`src/rtl/vdot_stream.sv`:
```
// Serial FP16 dot product: streams LEN A/B pairs, multiplies each pair, accumulates into one half-precision result.
// Latency: done in cycle LEN+1+PIPE after the start edge with in_valid held high; each gap cycle adds one.
// Backpressure: in_ready depends only on state and element count; pairs are ignored while it is low.
module vdot_stream #(
  parameter  int LEN   = 16,
  parameter  int PIPE  = 1,
  localparam int CNT_W = $clog2(LEN+1)
) (
  input  logic        Clk,
  input  logic        Rst_n,
  input  logic        start,
  input  logic        chain,
  input  logic        abort,
  input  logic        in_valid,
  output logic        in_ready,
  input  logic [15:0] A,
  input  logic [15:0] B,
  output logic [15:0] out,
  output logic        V,
  output logic        busy,
  output logic        done
);

  typedef enum logic [1:0] {S_IDLE, S_RUN, S_DRAIN, S_DONE} state_e;

  localparam logic [CNT_W-1:0] LEN_C = CNT_W'(LEN);

  // FP16 multiply, subnormals flushed to zero, round to nearest even. Returns {overflow, result}.
  function automatic logic [16:0] fp_mul(input logic [15:0] x, input logic [15:0] y);
    logic              s;
    logic [4:0]        ex, ey;
    logic [21:0]       p;
    logic signed [7:0] e;
    logic [10:0]       m;
    logic              g, st;
    logic [11:0]       r;
    logic [16:0]       res;
    s  = x[15] ^ y[15];
    ex = x[14:10];
    ey = y[14:10];
    p  = {11'b0, 1'b1, x[9:0]} * {11'b0, 1'b1, y[9:0]};
    e  = $signed({3'b000, ex}) + $signed({3'b000, ey}) - 8'sd15;
    if (p[21]) begin
      m  = p[21:11];
      g  = p[10];
      st = |p[9:0];
      e  = e + 8'sd1;
    end else begin
      m  = p[20:10];
      g  = p[9];
      st = |p[8:0];
    end
    r = {1'b0, m} + {11'b0, g & (st | m[0])};
    if (r[11]) begin
      r = r >> 1;
      e = e + 8'sd1;
    end
    if (ex == 5'd31 || ey == 5'd31) begin
      // Inf/NaN operands propagate without raising overflow; Inf*0 is NaN.
      if ((ex == 5'd31 && x[9:0] != 10'd0) || (ey == 5'd31 && y[9:0] != 10'd0) ||
          ex == 5'd0 || ey == 5'd0)
        res = {1'b0, 16'h7E00};
      else
        res = {1'b0, s, 5'h1F, 10'h000};
    end else if (ex == 5'd0 || ey == 5'd0) begin
      res = {1'b0, s, 15'h0000};
    end else if (e >= 8'sd31) begin
      res = {1'b1, s, 5'h1F, 10'h000};
    end else if (e <= 8'sd0) begin
      res = {1'b0, s, 15'h0000};
    end else begin
      res = {1'b0, s, e[4:0], r[9:0]};
    end
    return res;
  endfunction

  // FP16 add, subnormals flushed to zero, round to nearest even. Returns {overflow, result}.
  function automatic logic [16:0] fp_add(input logic [15:0] x, input logic [15:0] y);
    logic [15:0]       a, b;
    logic [4:0]        ea, eb, d;
    logic [3:0]        ds, lz;
    logic [13:0]       ma, mb, n;
    logic [27:0]       ext;
    logic [14:0]       sum;
    logic signed [7:0] e;
    logic              found;
    logic [11:0]       r;
    logic [16:0]       res;
    // Order by magnitude so the alignment shift is always applied to b.
    if (x[14:0] >= y[14:0]) begin
      a = x;
      b = y;
    end else begin
      a = y;
      b = x;
    end
    ea  = a[14:10];
    eb  = b[14:10];
    ma  = {1'b1, a[9:0], 3'b000};
    mb  = {1'b1, b[9:0], 3'b000};
    d   = ea - eb;
    ds  = (d > 5'd15) ? 4'd15 : d[3:0];
    ext = {mb, 14'b0} >> ds;
    mb  = ext[27:14] | {13'b0, |ext[13:0]};
    e   = $signed({3'b000, ea});
    lz  = 4'd0;
    found = 1'b0;
    sum = 15'd0;
    if (a[15] == b[15]) begin
      sum = {1'b0, ma} + {1'b0, mb};
      if (sum[14]) begin
        n = sum[14:1] | {13'b0, sum[0]};
        e = e + 8'sd1;
      end else begin
        n = sum[13:0];
      end
    end else begin
      n = ma - mb;
      for (int i = 13; i >= 0; i--) begin
        if (!found) begin
          if (n[i]) found = 1'b1;
          else      lz = lz + 4'd1;
        end
      end
      n = n << lz;
      e = e - $signed({4'b0000, lz});
    end
    r = {1'b0, n[13:3]} + {11'b0, n[2] & (n[1] | n[0] | n[3])};
    if (r[11]) begin
      r = r >> 1;
      e = e + 8'sd1;
    end
    if (ea == 5'd31) begin
      // a holds the larger code, so a NaN or Inf operand always lands in a.
      if (a[9:0] != 10'd0 || (eb == 5'd31 && a[15] != b[15]))
        res = {1'b0, 16'h7E00};
      else
        res = {1'b0, a};
    end else if (ea == 5'd0) begin
      res = {1'b0, a[15] & b[15], 15'h0000};
    end else if (eb == 5'd0) begin
      res = {1'b0, a};
    end else if (a[15] != b[15] && !found) begin
      res = {1'b0, 16'h0000};
    end else if (e >= 8'sd31) begin
      res = {1'b1, a[15], 5'h1F, 10'h000};
    end else if (e <= 8'sd0) begin
      res = {1'b0, a[15], 15'h0000};
    end else begin
      res = {1'b0, a[15], e[4:0], r[9:0]};
    end
    return res;
  endfunction

  state_e           state_q, state_d;
  logic [CNT_W-1:0] cnt_q, cnt_d;
  logic [15:0]      out_q, out_d;
  logic             v_q, v_d;
  logic [15:0]      prod_q, prod_d;
  logic             prod_v_q, prod_v_d;

  logic        accept;
  logic [16:0] mul_r;
  logic [16:0] add_r;
  logic [15:0] add_a;

  assign in_ready = (state_q == S_RUN) && (cnt_q < LEN_C);
  assign accept   = in_ready && in_valid;
  assign mul_r    = fp_mul(A, B);
  // With the pipeline register the adder consumes last cycle's product, otherwise the live one.
  assign add_a    = (PIPE != 0) ? prod_q : mul_r[15:0];
  assign add_r    = fp_add(add_a, out_q);

  assign out  = out_q;
  assign V    = v_q;
  assign busy = (state_q == S_RUN) || (state_q == S_DRAIN);
  assign done = (state_q == S_DONE);

  // Next-state and datapath update; abort overrides everything except a pending product add.
  always_comb begin
    state_d  = state_q;
    cnt_d    = cnt_q;
    out_d    = out_q;
    v_d      = v_q;
    prod_d   = prod_q;
    prod_v_d = prod_v_q;
    case (state_q)
      S_IDLE: begin
        if (start) begin
          state_d = S_RUN;
          cnt_d   = '0;
          v_d     = 1'b0;
          out_d   = chain ? out_q : 16'h0000;
        end
      end
      S_RUN: begin
        if (accept) begin
          cnt_d = cnt_q + 1'b1;
          v_d   = v_d | mul_r[16];
          if (PIPE != 0) begin
            prod_d = mul_r[15:0];
          end else begin
            out_d = add_r[15:0];
            v_d   = v_d | add_r[16];
          end
          if (cnt_q == LEN_C - 1'b1) state_d = (PIPE != 0) ? S_DRAIN : S_DONE;
        end
        if (PIPE != 0) begin
          prod_v_d = accept;
          if (prod_v_q) begin
            out_d = add_r[15:0];
            v_d   = v_d | add_r[16];
          end
        end
      end
      S_DRAIN: begin
        if (prod_v_q) begin
          out_d = add_r[15:0];
          v_d   = v_d | add_r[16];
        end
        prod_v_d = 1'b0;
        state_d  = S_DONE;
      end
      default: begin
        state_d = S_IDLE;
      end
    endcase
    if (abort && state_q != S_IDLE) begin
      state_d  = S_IDLE;
      cnt_d    = cnt_q;
      prod_d   = prod_q;
      prod_v_d = 1'b0;
      out_d    = ((PIPE != 0) && prod_v_q) ? add_r[15:0] : out_q;
      v_d      = v_q | (((PIPE != 0) && prod_v_q) ? add_r[16] : 1'b0);
    end
  end

  // State, counter, accumulator and product registers.
  always_ff @(posedge Clk or negedge Rst_n) begin
    if (!Rst_n) begin
      state_q  <= S_IDLE;
      cnt_q    <= '0;
      out_q    <= 16'h0000;
      v_q      <= 1'b0;
      prod_q   <= 16'h0000;
      prod_v_q <= 1'b0;
    end else begin
      state_q  <= state_d;
      cnt_q    <= cnt_d;
      out_q    <= out_d;
      v_q      <= v_d;
      prod_q   <= prod_d;
      prod_v_q <= prod_v_d;
    end
  end

endmodule

```
`config.mk`:
```
export PLATFORM = sky130hd
export DESIGN_NAME = vdot_stream
export DESIGN_NICKNAME = d
export VERILOG_FILES = /design/src/rtl/vdot_stream.sv
export SDC_FILE = /design/constraint.sdc
export NUM_CORES = 1
export LEC_CHECK = 0
export ABC_CLOCK_PERIOD_IN_PS = 15760
export CORE_MARGIN = 5
export CORE_UTILIZATION = 30
export CTS_CLUSTER_DIAMETER = 30
export DETAILED_ROUTE_END_ITERATION = 6
export SYNTH_ARGS = -nofsm -noshare
export SYNTH_HDL_FRONTEND = slang
export SYNTH_SLANG_ARGS = --single-unit
```
`constraint.sdc`:
```
create_clock -name Clk -period 15.76 [get_ports Clk]
set_input_delay 3.152 -clock Clk [delete_from_list [all_inputs] [get_ports Clk]]
set_output_delay 3.152 -clock Clk [all_outputs]
set_load 0.02 [all_outputs]
```
==> key figures, run 1 <==
Timing
  – Fin crit period: between 10,000 and 15,000 ps
  – Fin Clk Skew: just under 8 ps
  – Final Cycle Share: 94.08%
  – Final setup vio count: 0
  – Max-slew headroom: between 20% and 30%
  – Worst-margin pin slew: 1104 ps
  – Hold WS: approximately 520 ps
  – Maximum clock frequency: between 60 and 70 MHz
  – Setup ws final: 932.5 ps
  – Count of final max-slew check failures: 0
  – Hold Vio Cnt, Final: 0

Cells and area
  – Finished Cell Area: between 15,000 and 20,000 um2
  – Nets: 2,111
  – Layout cells sized above 1: under 10%
  – ANT cells: 0
  – Area grow syn2layout: 13.61%

Setup path
  – Startpoint Class: flop
  – Crit Path Max Fanout: 11
  – Critical Path Sink: out[14]$_DFFE_PN0P_
  – WS Path Type: flop to flop
  – CP max-delay cell: dfrtp_1
  – CP Capture Type: flop
  – Critical path required time: ~16,000 ps
  – Reg2reg path depth: 73
  – CP most frequent cell: ha_1
  – CP peak stage delay: around 470 ps
  – Worst path arrival time: about 15,000 ps
  – RR Startpoint: add_a[6]$_DFFE_PN0P_
  – RR Endpoint: out[14]$_DFFE_PN0P_
  – Reg-to-reg slack, setup: a little over 900 ps
  – Crit path launch: add_a[6]$_DFFE_PN0P_

Synthesis
  – Synth Cell Area: roughly 13,000 um2
  – Compound-cell area share of the yosys netlist: around 26%
  – Net Count, Synth: about 2,100
  – Post-synthesis mux area share: under 10%
  – Main combinational cell family by area after synthesis: compound AO/OA/AOI/OAI gates
  – Commonest cells post-synth: nand2_1, inv_1, nor2_1
  – Synth area leaders: ha_1, fa_1, dfrtp_1
  – Most common cell in the synthesized netlist: nand2_1
  – Post-Synth Simple-Gate Area: about a quarter
  – Area leader, netlist: ha_1
  – Distinct cells, synth: roughly 110
  – Synth warn: 0
  – Top FF cell, synth: dfrtp_1
  – Top cell type's share of synthesized area: roughly 13%
  – Post-synth EDFFs: 0
  – Syn avg cell area: ~7.5 um2
  – Synth Area in Adders: between 20% and 30%
  – FF+latch count, synth: around 40
  – Fraction of registers with async set/reset: 100.0%
  – Sequential area share after synthesis: 7.654%
  – Cells after synthesis: approximately 1,800
  – Post-synthesis xor/xnor area fraction: between 5 and 6%

CTS
  – CTS tree: built
  – CTS buffer count: 5
  – Clock sinks: 41
  – Clk slew on worst S/H paths: 60 ps
  – # H-tree levels: 2
  – Skew-Pair Late Insertion Delay: around 300 ps
  – Maximum clock insertion buffer count: 2
  – Root Driver: clkbuf_16

Global routing
  – Gr usage total: about 17%
  – Largest net degree at the start of global routing: 42
  – Initial antenna violation count: 0
  – First-pass GRT wire length: 69,280 um
  – Vias in the first global route: 13,085
  – GRT overflow: 0

Floorplanning
  – Initial Util: just over 30%
  – Die area: between 40,000 and 50,000 um2
  – Vert. Die Dim: roughly 220 um
  – Total core area: ~44,000 um2
  – Row cnt: a little under 80
  – I/O Pins: 58
  – Chip Width: ~220 um

Hold path
  – HP Start: cnt_q[4]$_DFFE_PN0P_
  – Min-Delay Path Class: flop to flop

Placement
  – Dpl ws: -81.50 ps
  – Cell Area, Placed: approximately 15,000 um2
  – IO Port Bufs: between 50 and 60
  – DP HPWL: roughly 35,000 um
  – Gpl congestion: 0.9614

Detailed routing
  – Final ANT Viol Nets: 0
  – Drt drc: 1
  – Drt wl/cell: between 15 and 20 um
  – WL met2: between 15,000 and 20,000 um
  – Via count: 13,533
  – Post-Route WL: approximately 43,000 um
  – Met3 WL: roughly 2800 um
  – M1 wire length: ~20,000 um
  – Top sig layer: met4
  – Vias per cell: roughly 5.5
  – First DRT Iteration DRCs: a little over 1,000
  – Drt first pass iters: 7

Run
  – Max_cap viols: 0

Outcome
  – Violated checks: design-rule violations
  – Status: complete, but fails checks
## worst max-delay path: cells and delay by family, from the launching register on
| kind | cells | cell delay (ps) |
|---|---|---|
| AO/OA/AOI/OAI | 29 | 6140 |
| flip-flops | 1 | 470 |
| adder cells (fa/ha/maj) | 10 | 2680 |
| AND/OR/NAND/NOR | 20 | 2940 |
| multiplexers | 5 | 980 |
| XOR/XNOR | 4 | 890 |
| buffers and inverters | 5 | 640 |
## cell type report
class                      count  area (um2)
inverter                     186       700.7
sequential                    41        1028
multi-input combinational   1494       11510
fill                        4629       28990
clock inverter                 2       13.76
timing repair buffer         126        1096
clock buffer                   6       138.9
tap                          592       740.7
## state kept, by name, indices dropped and copies added, names as in the netlist
signal / flops
add_a: 16
out: 16
cnt_q: 5
state_q: 2
V: 1
prod_v_q: 1
## cell families (layout without fill, tap and decap cells)
group / count (synthesis) / in the layout
compound gates: 495 / 495
xor+xnor: 78 / 78
fa+ha+maj: 219 / 219
buf+inv: 258 / 320
flops: 41 / 41
mux: 60 / 60
simple gates: 642 / 642
## per-layer routing
metal | vias up | GRT usage (%)
met5 | - | 0
met4 | 0 | 2.981
met3 | 67 | 1.961
met2 | 467 | 26.97
met1 | 6495 | 24.00
li1 | 6504 | -
## cell usage in the layout, fill, tap and decap left out, drive strengths merged, types with 11 or more instances in the layout
cell type,instances
buf,70
clkdlybuf4s50,56
o31ai,12
or3,14
mux2,11
nor3,45
ha,136
nand3,41
o21ai,105
dfrtp,41
o221ai,13
nor2,140
nand2,210
a21boi,15
xor2,23
a211oi,24
nor2b,13
nand2b,14
nand4,22
xnor2,54
mux2i,46
and2,76
a21oi,118
o211ai,20
a31oi,16
and3,23
inv,185
o21a,11
a21o,22
o22ai,18
fa,83
## worst min path at each step
stage | end | depth (start not counted) | slack [ps]
after CTS | cnt_q[4]$_DFFE_PN0P_ | 1 | 520
after global routing | cnt_q[4]$_DFFE_PN0P_ | 1 | 560
after global placement | cnt_q[4]$_DFFE_PN0P_ | 1 | 500
final | cnt_q[4]$_DFFE_PN0P_ | 1 | 520
after detailed placement | cnt_q[4]$_DFFE_PN0P_ | 1 | 510
after floorplan | cnt_q[4]$_DFFE_PN0P_ | 1 | 480
## per-stage QoR
step / utilization (%) / cells / TNS (ps)
6_report: 34.44 / 2447 / 0
5_1_grt: 34.44 / 2447 / -107.2
4_1_cts: 33.96 / 2439 / 0
3_5_place_dp: 33.58 / 2429 / -534.4
3_3_place_gp: 33.58 / 2429 / 0
2_1_floorplan: - / 1793 / 0
## what timing repair did
item,4_1_cts,5_1_grt
hold buffers,0,0
pin swaps,1,5
cloned,0,0
setup endpoints to repair,12,16
resized for setup,0,28
buffers inserted,2,8
Power of run 1 is left out: the tool's default activity adds up to more than one toggle a clock period on the data nets, which glitch-free logic cannot reach.
==> inputs of run 2 (changes only) <==
Settings changed: SLEW_MARGIN set to 20.
==> run 2 against run 1 <==
Net effect:
- the flow now finishes without violations
- global-route usage did not move
- hold slack barely moved
- via count rose by 0.21%
- critical path depth rose by 1
- die area did not move
- sequential cell count did not move
- routed wire length barely moved
- final cell count did not move
- worst setup slack got worse by 41 ps
- final area rose by 0.12%
- highest routed layer unchanged
==> key figures, run 2 (same netlist as run 1, synthesis figures left out) <==
Outcome
  – Status: completed

CTS
  – Clk slew on worst S/H paths: 60 ps (about the same)
  – Skew-Pair Late Insertion Delay: 290 ps (about the same)
  – CTS buffer count: 5 (unchanged)
  – # H-tree levels: 2 (unchanged)
  – Root Driver: clkbuf_16
  – Clock sinks: 41 (unchanged)
  – Maximum clock insertion buffer count: 2 (unchanged)
  – CTS tree: built

Global routing
  – Initial antenna violation count: 0 (unchanged)
  – First-pass GRT wire length: 69,280 um (unchanged)
  – Vias in the first global route: 13,085 (unchanged)
  – Largest net degree at the start of global routing: 42 (unchanged)
  – GRT overflow: 0 (unchanged)
  – Gr usage total: 16.59% (unchanged)

Cells and area
  – Filler instances: 4,625 (-0.086%)
  – Commonest non-fill, non-tap cell in the layout: nand2_1
  – Footprint of the multi-input gates: 11,530 um2 (+0.14%)
  – Finished Cell Area: 15,250 um2 (+0.12%)
  – Layout cells sized above 1: 9.111% (+0.054 points)
  – Most frequent cells in the layout: nand2_1, inv_1, nor2_1, ha_1, a21oi_1
  – ANT cells: 0 (unchanged)
  – Nets: 2,111 (unchanged)
  – Area grow syn2layout: 13.75%
  – Storage element area: 1028 um2 (unchanged)

Detailed routing
  – Drt drc: 0 (-1)
  – Via count: 13,562 (+0.21%)
  – Drt first pass iters: 7 (unchanged)
  – Final ANT Viol Nets: 0 (unchanged)
  – Post-Route WL: 42,530 um (about the same)
  – Vias per cell: 5.542 (+0.21%)
  – First DRT Iteration DRCs: 1,132 (+9.2%)
  – Drt wl/cell: 17.38 um (about the same)

Setup path
  – Worst path arrival time: 15,060 ps (+40 ps)
  – CP Capture Type: flop
  – Critical path's top delay family: compound AO/OA/AOI/OAI gates
  – CP most frequent cell: ha_1
  – Worst path bufs/invs: 6 (+1)
  – CP max-delay cell: dfrtp_1
  – Critical path required time: 15,960 ps (about the same)
  – Crit Path Max Fanout: 13 (+2)
  – CP peak stage delay: 470 ps (about the same)
  – Startpoint Class: flop
  – WS Path Type: flop to flop

Hold path
  – Min-Delay Path Class: flop to flop

Timing
  – Setup_tns: 0 ps (unchanged)
  – Hold Vio Cnt, Final: 0 (unchanged)
  – Count of final max-slew check failures: 0 (unchanged)
  – Setup ws final: 891.5 ps (-40.98 ps)
  – Fin Clk Skew: 5.598 ps (-2.229 ps)
  – Final setup vio count: 0 (unchanged)
  – Max-slew headroom: 25.99% (+1.5 points)
  – Worst-margin pin slew: 1099 ps (-5.433 ps)
  – Final Cycle Share: 94.34% (+0.26 points)
  – Fin crit period: 14,870 ps (+40.98 ps)
  – Maximum clock frequency: 67.26 MHz (-0.28%)

Floorplanning
  – Row cnt: 77 (unchanged)
  – Total core area: 44,220 um2 (unchanged)
  – Vert. Die Dim: 221.4 um (unchanged)
  – Initial Util: 30.31% (unchanged)
  – Die area: 49,010 um2 (unchanged)
  – I/O Pins: 58 (unchanged)
  – Chip Width: 221.4 um (unchanged)

Placement
  – DP HPWL: 34,850 um (unchanged)
  – IO Port Bufs: 57 (unchanged)
  – Cell Area, Placed: 14,850 um2 (unchanged)
  – Dpl ws: -81.50 ps (unchanged)
  – Gpl congestion: 0.9614 (unchanged)

Run
  – Max_cap viols: 0 (unchanged)
-- run 2: cell counts in the layout (fill, tap and decap cells not counted) --
No cell type changed its count.
-- run 2: stage by stage --
stage | hold WS [ps] | util (%) | std cells
floorplan | 482.9 | - | 1793
global placement | 498.3 | 33.58 | 2429
detailed placement | 509.3 | 33.58 | 2429
CTS | 523.8 | 33.96 | 2439
global route | 564.4 | 34.48 | 2447
finish | 522.7 | 34.48 | 2447
-- run 2: worst paths after layout --
path	to	slack, ps	startpoint	cells past startpoint
max	out[2]$_DFFE_PN0P_	890	add_a[6]$_DFFE_PN0P_	74
min	cnt_q[4]$_DFFE_PN0P_	520	cnt_q[4]$_DFFE_PN0P_	1
max reg2reg	out[2]$_DFFE_PN0P_	890	add_a[6]$_DFFE_PN0P_	74
min reg2reg	cnt_q[4]$_DFFE_PN0P_	520	cnt_q[4]$_DFFE_PN0P_	1
max in group asynchronous	out[14]$_DFFE_PN0P_	12470	Rst_n	1
min in group asynchronous	add_a[6]$_DFFE_PN0P_	2850	Rst_n	1
-- run 2: timing repair --
item	in CTS	in global routing
hold buffers	0	0
setup endpoints to repair	12	16
buffers inserted	2	8
gates resized for setup	0	30
pin swaps	1	6
hold endpoints to repair	0	0
-- run 2: metal layers --
| metal | vias up | part of all wire [%] | GRT usage, % |
|---|---|---|---|
| met5 | - | 0 | 0 |
| met4 | 0 | 1.4 | 2.981 |
| met3 | 43 | 6.2 | 1.961 |
| met2 | 439 | 45 | 26.97 |
| met1 | 6569 | 47 | 24.00 |
| li1 | 6511 | - | - |
-- run 2: layout make-up --
| type | count | share of cell area (%) |
|---|---|---|
| Timing Repair Buffer | 126 | 7.205 |
| Clock buffer | 6 | 0.9109 |
| Clock inverter | 2 | 0.09027 |
| Inverter | 186 | 4.595 |
| Tap cell | 592 | 4.858 |
| Sequential cell | 41 | 6.745 |
| Multi-Input combinational cell | 1494 | 75.60 |
Power of run 2 is left out for the same reason.
==> inputs of run 3 (changes only) <==
Settings changed: REMOVE_ABC_BUFFERS set to 1.
==> run 3 against run 2 <==
Net effect:
- fmax decreased by 0.25%
- sequential cell count is the same
- global-route usage decreased by 0.68 points
- clock skew increased by 1.7 ps
- register-to-register slack got worse by 40 ps
- first-iteration DRC count increased by 10%
- die area is the same
- non-clock buffer count down 3
- core utilization hardly changed
- clock-buffer cell count decreased by 1
- critical path depth shrank 3
- routed wire length is 2.6% lower
- critical endpoint is now V$_DFFE_PN0P_
- largest cell class unchanged
- highest routed layer unchanged
==> key figures, run 3 (same netlist as run 1, synthesis figures left out) <==
Outcome
  – Status: completed

Floorplanning
  – Total core area: 44,220 um2 (unchanged)
  – Initial Util: 30.31% (unchanged)
  – Vert. Die Dim: 221.4 um (unchanged)
  – Chip Width: 221.4 um (unchanged)
  – Die area: 49,010 um2 (unchanged)
  – I/O Pins: 58 (unchanged)
  – Row cnt: 77 (unchanged)

Timing
  – Hold Vio Cnt, Final: 0 (unchanged)
  – Count of final max-slew check failures: 0 (unchanged)
  – Setup ws final: 853.7 ps (-37.80 ps)
  – Fin crit period: 14,910 ps (+37.80 ps)
  – Final Cycle Share: 94.58% (+0.24 points)
  – Final setup vio count: 0 (unchanged)
  – Max-slew headroom: 30.89% (+4.9 points)
  – Worst-margin pin slew: 1029 ps (-69.82 ps)
  – Maximum clock frequency: 67.09 MHz (-0.25%)
  – Fin Clk Skew: 7.320 ps (+1.722 ps)
  – Unrepaired setup endpoints after global routing: yes

Global routing
  – First-pass GRT wire length: 67,160 um (-3.1%)
  – GRT overflow: 0 (unchanged)
  – Gr usage total: 15.91% (-0.68 points)
  – Initial antenna violation count: 0 (unchanged)
  – Largest net degree at the start of global routing: 45 (+7.1%)
  – Vias in the first global route: 13,030 (-0.42%)

Cells and area
  – Storage element area: 1027 um2 (-0.12%)
  – Most frequent cells in the layout: nand2_1, inv_1, nor2_1, ha_1, a21oi_1
  – Footprint of the multi-input gates: 11,510 um2 (-0.11%)
  – Final core utilization: 34.49% (about the same)
  – Filler instances: 4,693 (+1.5%)
  – Area grow syn2layout: 13.79% (about the same)
  – Layout cells sized above 1: 9.125% (+0.015 points)
  – ANT cells: 0 (unchanged)
  – Finished Cell Area: 15,250 um2 (about the same)
  – Finished Layout Cells: 2,444 (-0.12%)
  – Commonest non-fill, non-tap cell in the layout: nand2_1
  – Nets: 2,108 (-0.14%)

Setup path
  – CP peak stage delay: 530 ps (+60 ps)
  – CP Capture Type: flop
  – CP max-delay cell: a211oi_1
  – Worst path arrival time: 15,080 ps (+20 ps)
  – Crit Path Max Fanout: 13 (unchanged)
  – WS Path Type: flop to flop
  – CP most frequent cell: ha_1
  – Critical path required time: 15,940 ps (-20 ps)
  – Startpoint Class: flop

Placement
  – Dpl ws: 97.28 ps (+178.8 ps)
  – IO Port Bufs: 57 (unchanged)
  – Post-Place Cells: 2,427 (-0.082%)
  – DP HPWL: 33,900 um (-2.7%)
  – Gpl congestion: 0.9232 (-4.0%)
  – Cell Area, Placed: 14,830 um2 (-0.10%)

CTS
  – Clk slew on worst S/H paths: 70 ps (about the same)
  – CTS buffer count: 5 (unchanged)
  – Root Driver: clkbuf_16
  – Clock sinks: 41 (unchanged)
  – Hold Buf Count CTS: 0 (unchanged)
  – # H-tree levels: 2 (unchanged)
  – Maximum clock insertion buffer count: 2 (unchanged)
  – Skew-Pair Late Insertion Delay: 290 ps (about the same)
  – CTS tree: built

Detailed routing
  – Vias per cell: 5.543 (about the same)
  – Drt first pass iters: 6 (-1)
  – Via count: 13,546 (-0.12%)
  – Drt wl/cell: 16.95 um (-2.5%)
  – Post-Route WL: 41,420 um (-2.6%)
  – Final ANT Viol Nets: 0 (unchanged)
  – Drt drc: 0 (unchanged)
  – First DRT Iteration DRCs: 1,247 (+10%)

Run
  – Max_cap viols: 0 (unchanged)

Hold path
  – Min-Delay Path Class: flop to flop
[run 3: cell count changes in the layout (fill, tap and decap cells not counted), moves of 2 or more]
cell,before,now
nor3_2,3,5
xnor2_2,0,2
buf_4,69,66
bufinv_16,0,2
[run 3: metrics by stage]
step / hold WS [ps] / setup TNS (ps)
3_3_place_gp: 502.0 / 0
2_1_floorplan: 482.9 / -5054
3_5_place_dp: 524.0 / 0
4_1_cts: 540.1 / 0
6_report: 531.0 / 0
5_1_grt: 555.0 / -658.0
[run 3: critical path: cells and delay by family (launching register included)]
family	cells	cell delay, ps
AOI/OAI and AO/OA	22	5150
adders and majority gates	10	2940
and+or+nand+nor	24	3430
DFF	1	450
buffers and inverters	6	1030
muxes	5	960
xor gates and xnor gates	4	800
[run 3: per-layer routing]
layer	vias to the layer above	GRT usage [%]	share of wire [%]
met5	-	0	0
met2	437	27.67	48
met1	6547	21.81	45
li1	6513	-	-
met3	49	1.802	5.2
met4	0	2.301	1.5
[run 3: area by class of cell]
type / instances / share of cell area [%]
inverter: 186 / 4.594
multi-input combinational: 1494 / 75.49
timing repair buffer: 123 / 7.055
clock inverter: 3 / 0.4512
clock buffer: 5 / 0.8203
sequential: 41 / 6.735
tap: 592 / 4.856
[run 3: path summary, 6_finish.rpt]
check,start,end,slack [ps],cells after the start
worst max-delay path,out[6]$_DFFE_PN0P_,V$_DFFE_PN0P_,850,71
worst min-delay path,cnt_q[4]$_DFFE_PN0P_,cnt_q[4]$_DFFE_PN0P_,530,1
worst max register to register,out[6]$_DFFE_PN0P_,V$_DFFE_PN0P_,850,71
worst min register to register,cnt_q[4]$_DFFE_PN0P_,cnt_q[4]$_DFFE_PN0P_,530,1
max in group asynchronous,Rst_n,out[6]$_DFFE_PN0P_,12480,1
min in group asynchronous,Rst_n,out[15]$_DFFE_PN0P_,2860,1
[run 3: timing repair]
| item | 4_1_cts | 5_1_grt |
|---|---|---|
| buffers inserted | 0 | 9 |
| resized for setup | 0 | 30 |
| endpoints found under the setup margin | 0 | 16 |
Power of run 3 is left out for the same reason.
==> RTL edit (config.mk and constraints of run 2) <==
Change the parameter `LEN` from 16 to 32.
--- a/src/rtl/vdot_stream.sv
+++ b/src/rtl/vdot_stream.sv
@@ -2,7 +2,7 @@
 // Latency: done in cycle LEN+1+PIPE after the start edge with in_valid held high; each gap cycle adds one.
 // Backpressure: in_ready depends only on state and element count; pairs are ignored while it is low.
 module vdot_stream #(
-  parameter  int LEN   = 16,
+  parameter  int LEN   = 32,
   parameter  int PIPE  = 1,
   localparam int CNT_W = $clog2(LEN+1)
 ) (
Function: same outputs for any inputs over 4 cycles, from zero or initial values and one cycle with Rst_n low; that may be too few to reach the edited logic, so the function may still have changed.
==> RTL edit against run 2 <==
  * Design area about the same
  * Critical path type unchanged
  * Routed wire length rose by 0.43%
  * Worst hold slack lost 0.018 ns
  * Sequential cell count increased by 1
  * Area after synthesis increased by 1.8%
  * Utilization decreased by 0.73 points
  * Maximum frequency rose by 0.26%
  * Worst setup slack better by 0.038 ns
  * Via count is 0.45% higher
Power is left out: the tool's default activity adds up to more than one toggle a clock period on the data nets, which glitch-free logic cannot reach.
==> RTL edit: results (changes against run 2) <==
===============================================================================
Result of the run                                                  finished, final reports clean
Area of combinational cells with multiple inputs                     11780 um^2   +2.2%
Storage element area                                                  1051 um^2   +2.2%
Overflow left after global routing                                            0   unchanged
Number of storage elements in the synthesis netlist                          42   +2.4%
Max stage delay on crit path                                            0.55 ns   +0.08 ns
Wire length of the first global-routing pass                           70.04 mm   +1.1%
Length in cells of the worst reg-to-reg path                                 70   -5.4%
DP HPWL                                                                35.22 mm   +1.1%
Portion of the layout cell area used by clock cells                     0.9354%   -0.066 points
Setup bufs post-CTS                                                           0   -2
Startpoint of the worst register-to-register path                  out[4]$_DFFE_PN0P_
Net count after synthesis                                                  2108   +2.8%
Share of cells above drive strength 1                                    7.279%   -1.8 points
FP Rows                                                                      78   +1.3%
Critical path arrival                                                  14.99 ns   -0.07 ns
End point of the worst hold path                                   cnt_q[3]$_DFFE_PN0P_
Reg-to-reg setup timing slack                                           0.93 ns   +0.04 ns
Count of inverters not on the clock network in the layout                   171   -8.1%
Crit-path max FO                                                              9   -4
Number of DRC markers in iteration 0                                        950   -16%
Buffering overhead                                                       5.793%   -1.4 points
Final weighted congestion of routability-driven global placement         0.9364   -2.6%
Total placed instance area                                           14910 um^2   +0.40%
Primary flip-flop cell chosen by synthesis mapping                 sky130_fd_sc_hd__dfrtp_1
Sequential fraction of the synthesis area                                7.701%   +0.047 points
Via count of the first global-routing pass                                13440   +2.7%
Slew at the pin closest to its max-slew limit                          1.055 ns   -0.04354 ns
Top cells by count, synth                                          sky130_fd_sc_hd__nand2_1, sky130_fd_sc_hd__inv_1, sky130_fd_sc_hd__nor2_1, sky130_fd_sc_hd__ha_1, sky130_fd_sc_hd__a21oi_1
Antenna diode count                                                           1   +1
Overall Global Routing Usage                                             16.58%   about the same
HP Start                                                           cnt_q[3]$_DFFE_PN0P_
Wire length per cell after detailed routing                            17.20 um   -1.0%
Maximum number of pins on one net before global-route repair                 43   +2.4%
Worst-path cell with the longest stage delay                       sky130_fd_sc_hd__or4_4
Final setup skew                                                     0.01247 ns   +0.006874 ns
Critical path endpoint                                             out[8]$_DFFE_PN0P_
Number of multi-input logic gates                                          1562   +4.6%
Buffers, non-clock                                                           99   -21%
Number of gates given a new drive strength after cts                          0   unchanged
Total via count after detailed routing                                    13620   +0.45%
===============================================================================
## RTL edit: changes by cell type in the layout (fill, tap and decap cells not counted), moves of 8 or more
cell                       delta
sky130_fd_sc_hd__o22ai_1      -9
sky130_fd_sc_hd__a31oi_1      +8
sky130_fd_sc_hd__a211oi_1    -11
sky130_fd_sc_hd__xor2_1       +8
sky130_fd_sc_hd__o21ai_0     +19
sky130_fd_sc_hd__nand2_1     +12
sky130_fd_sc_hd__and3_1       -8
sky130_fd_sc_hd__nand2b_1    +15
sky130_fd_sc_hd__a21oi_1      +9
sky130_fd_sc_hd__nor2b_1     +13
sky130_fd_sc_hd__nor2_1      +12
sky130_fd_sc_hd__inv_1       -12
sky130_fd_sc_hd__buf_4       -26
## RTL edit: layer usage
metal | share of wire, % | global-route usage, % | routed length, um | vias to the layer above
met5 | 0 | 0 | 0 | -
met2 | 46 | 27.23 | 19450 | 381
met3 | 5.9 | 2.250 | 2514 | 78
li1 | - | - | - | 6611
met1 | 45 | 22.48 | 19260 | 6553
met4 | 3.5 | 5.514 | 1493 | 0
## RTL edit: metrics by stage
step           setup slack [ns]  setup TNS (ns)  std cells  hold slack (ns)  utilization (%)
6_report                 0.9298               0       2483           0.5050            33.75
5_1_grt               -0.002126       -0.002126       2482           0.5393            33.74
4_1_cts                 0.07030               0       2473           0.5068            33.31
3_5_place_dp             0.1356               0       2465           0.4963            32.99
3_3_place_gp             0.5171               0       2465           0.5021            32.99
2_1_floorplan            0.5035               0       1852           0.4711                -
## RTL edit: logic make-up after synthesis
family                   after synthesis  share of synthesized area (%)
AO/OA/AOI/OAI                        512                          25.71
XOR/XNOR                              91                          6.106
adder cells (fa/ha/maj)              218                          24.55
buffers and inverters                248                          7.023
flip-flops                            42                          7.701
multiplexers                          47                          3.622
AND/OR/NAND/NOR                      694                          25.29
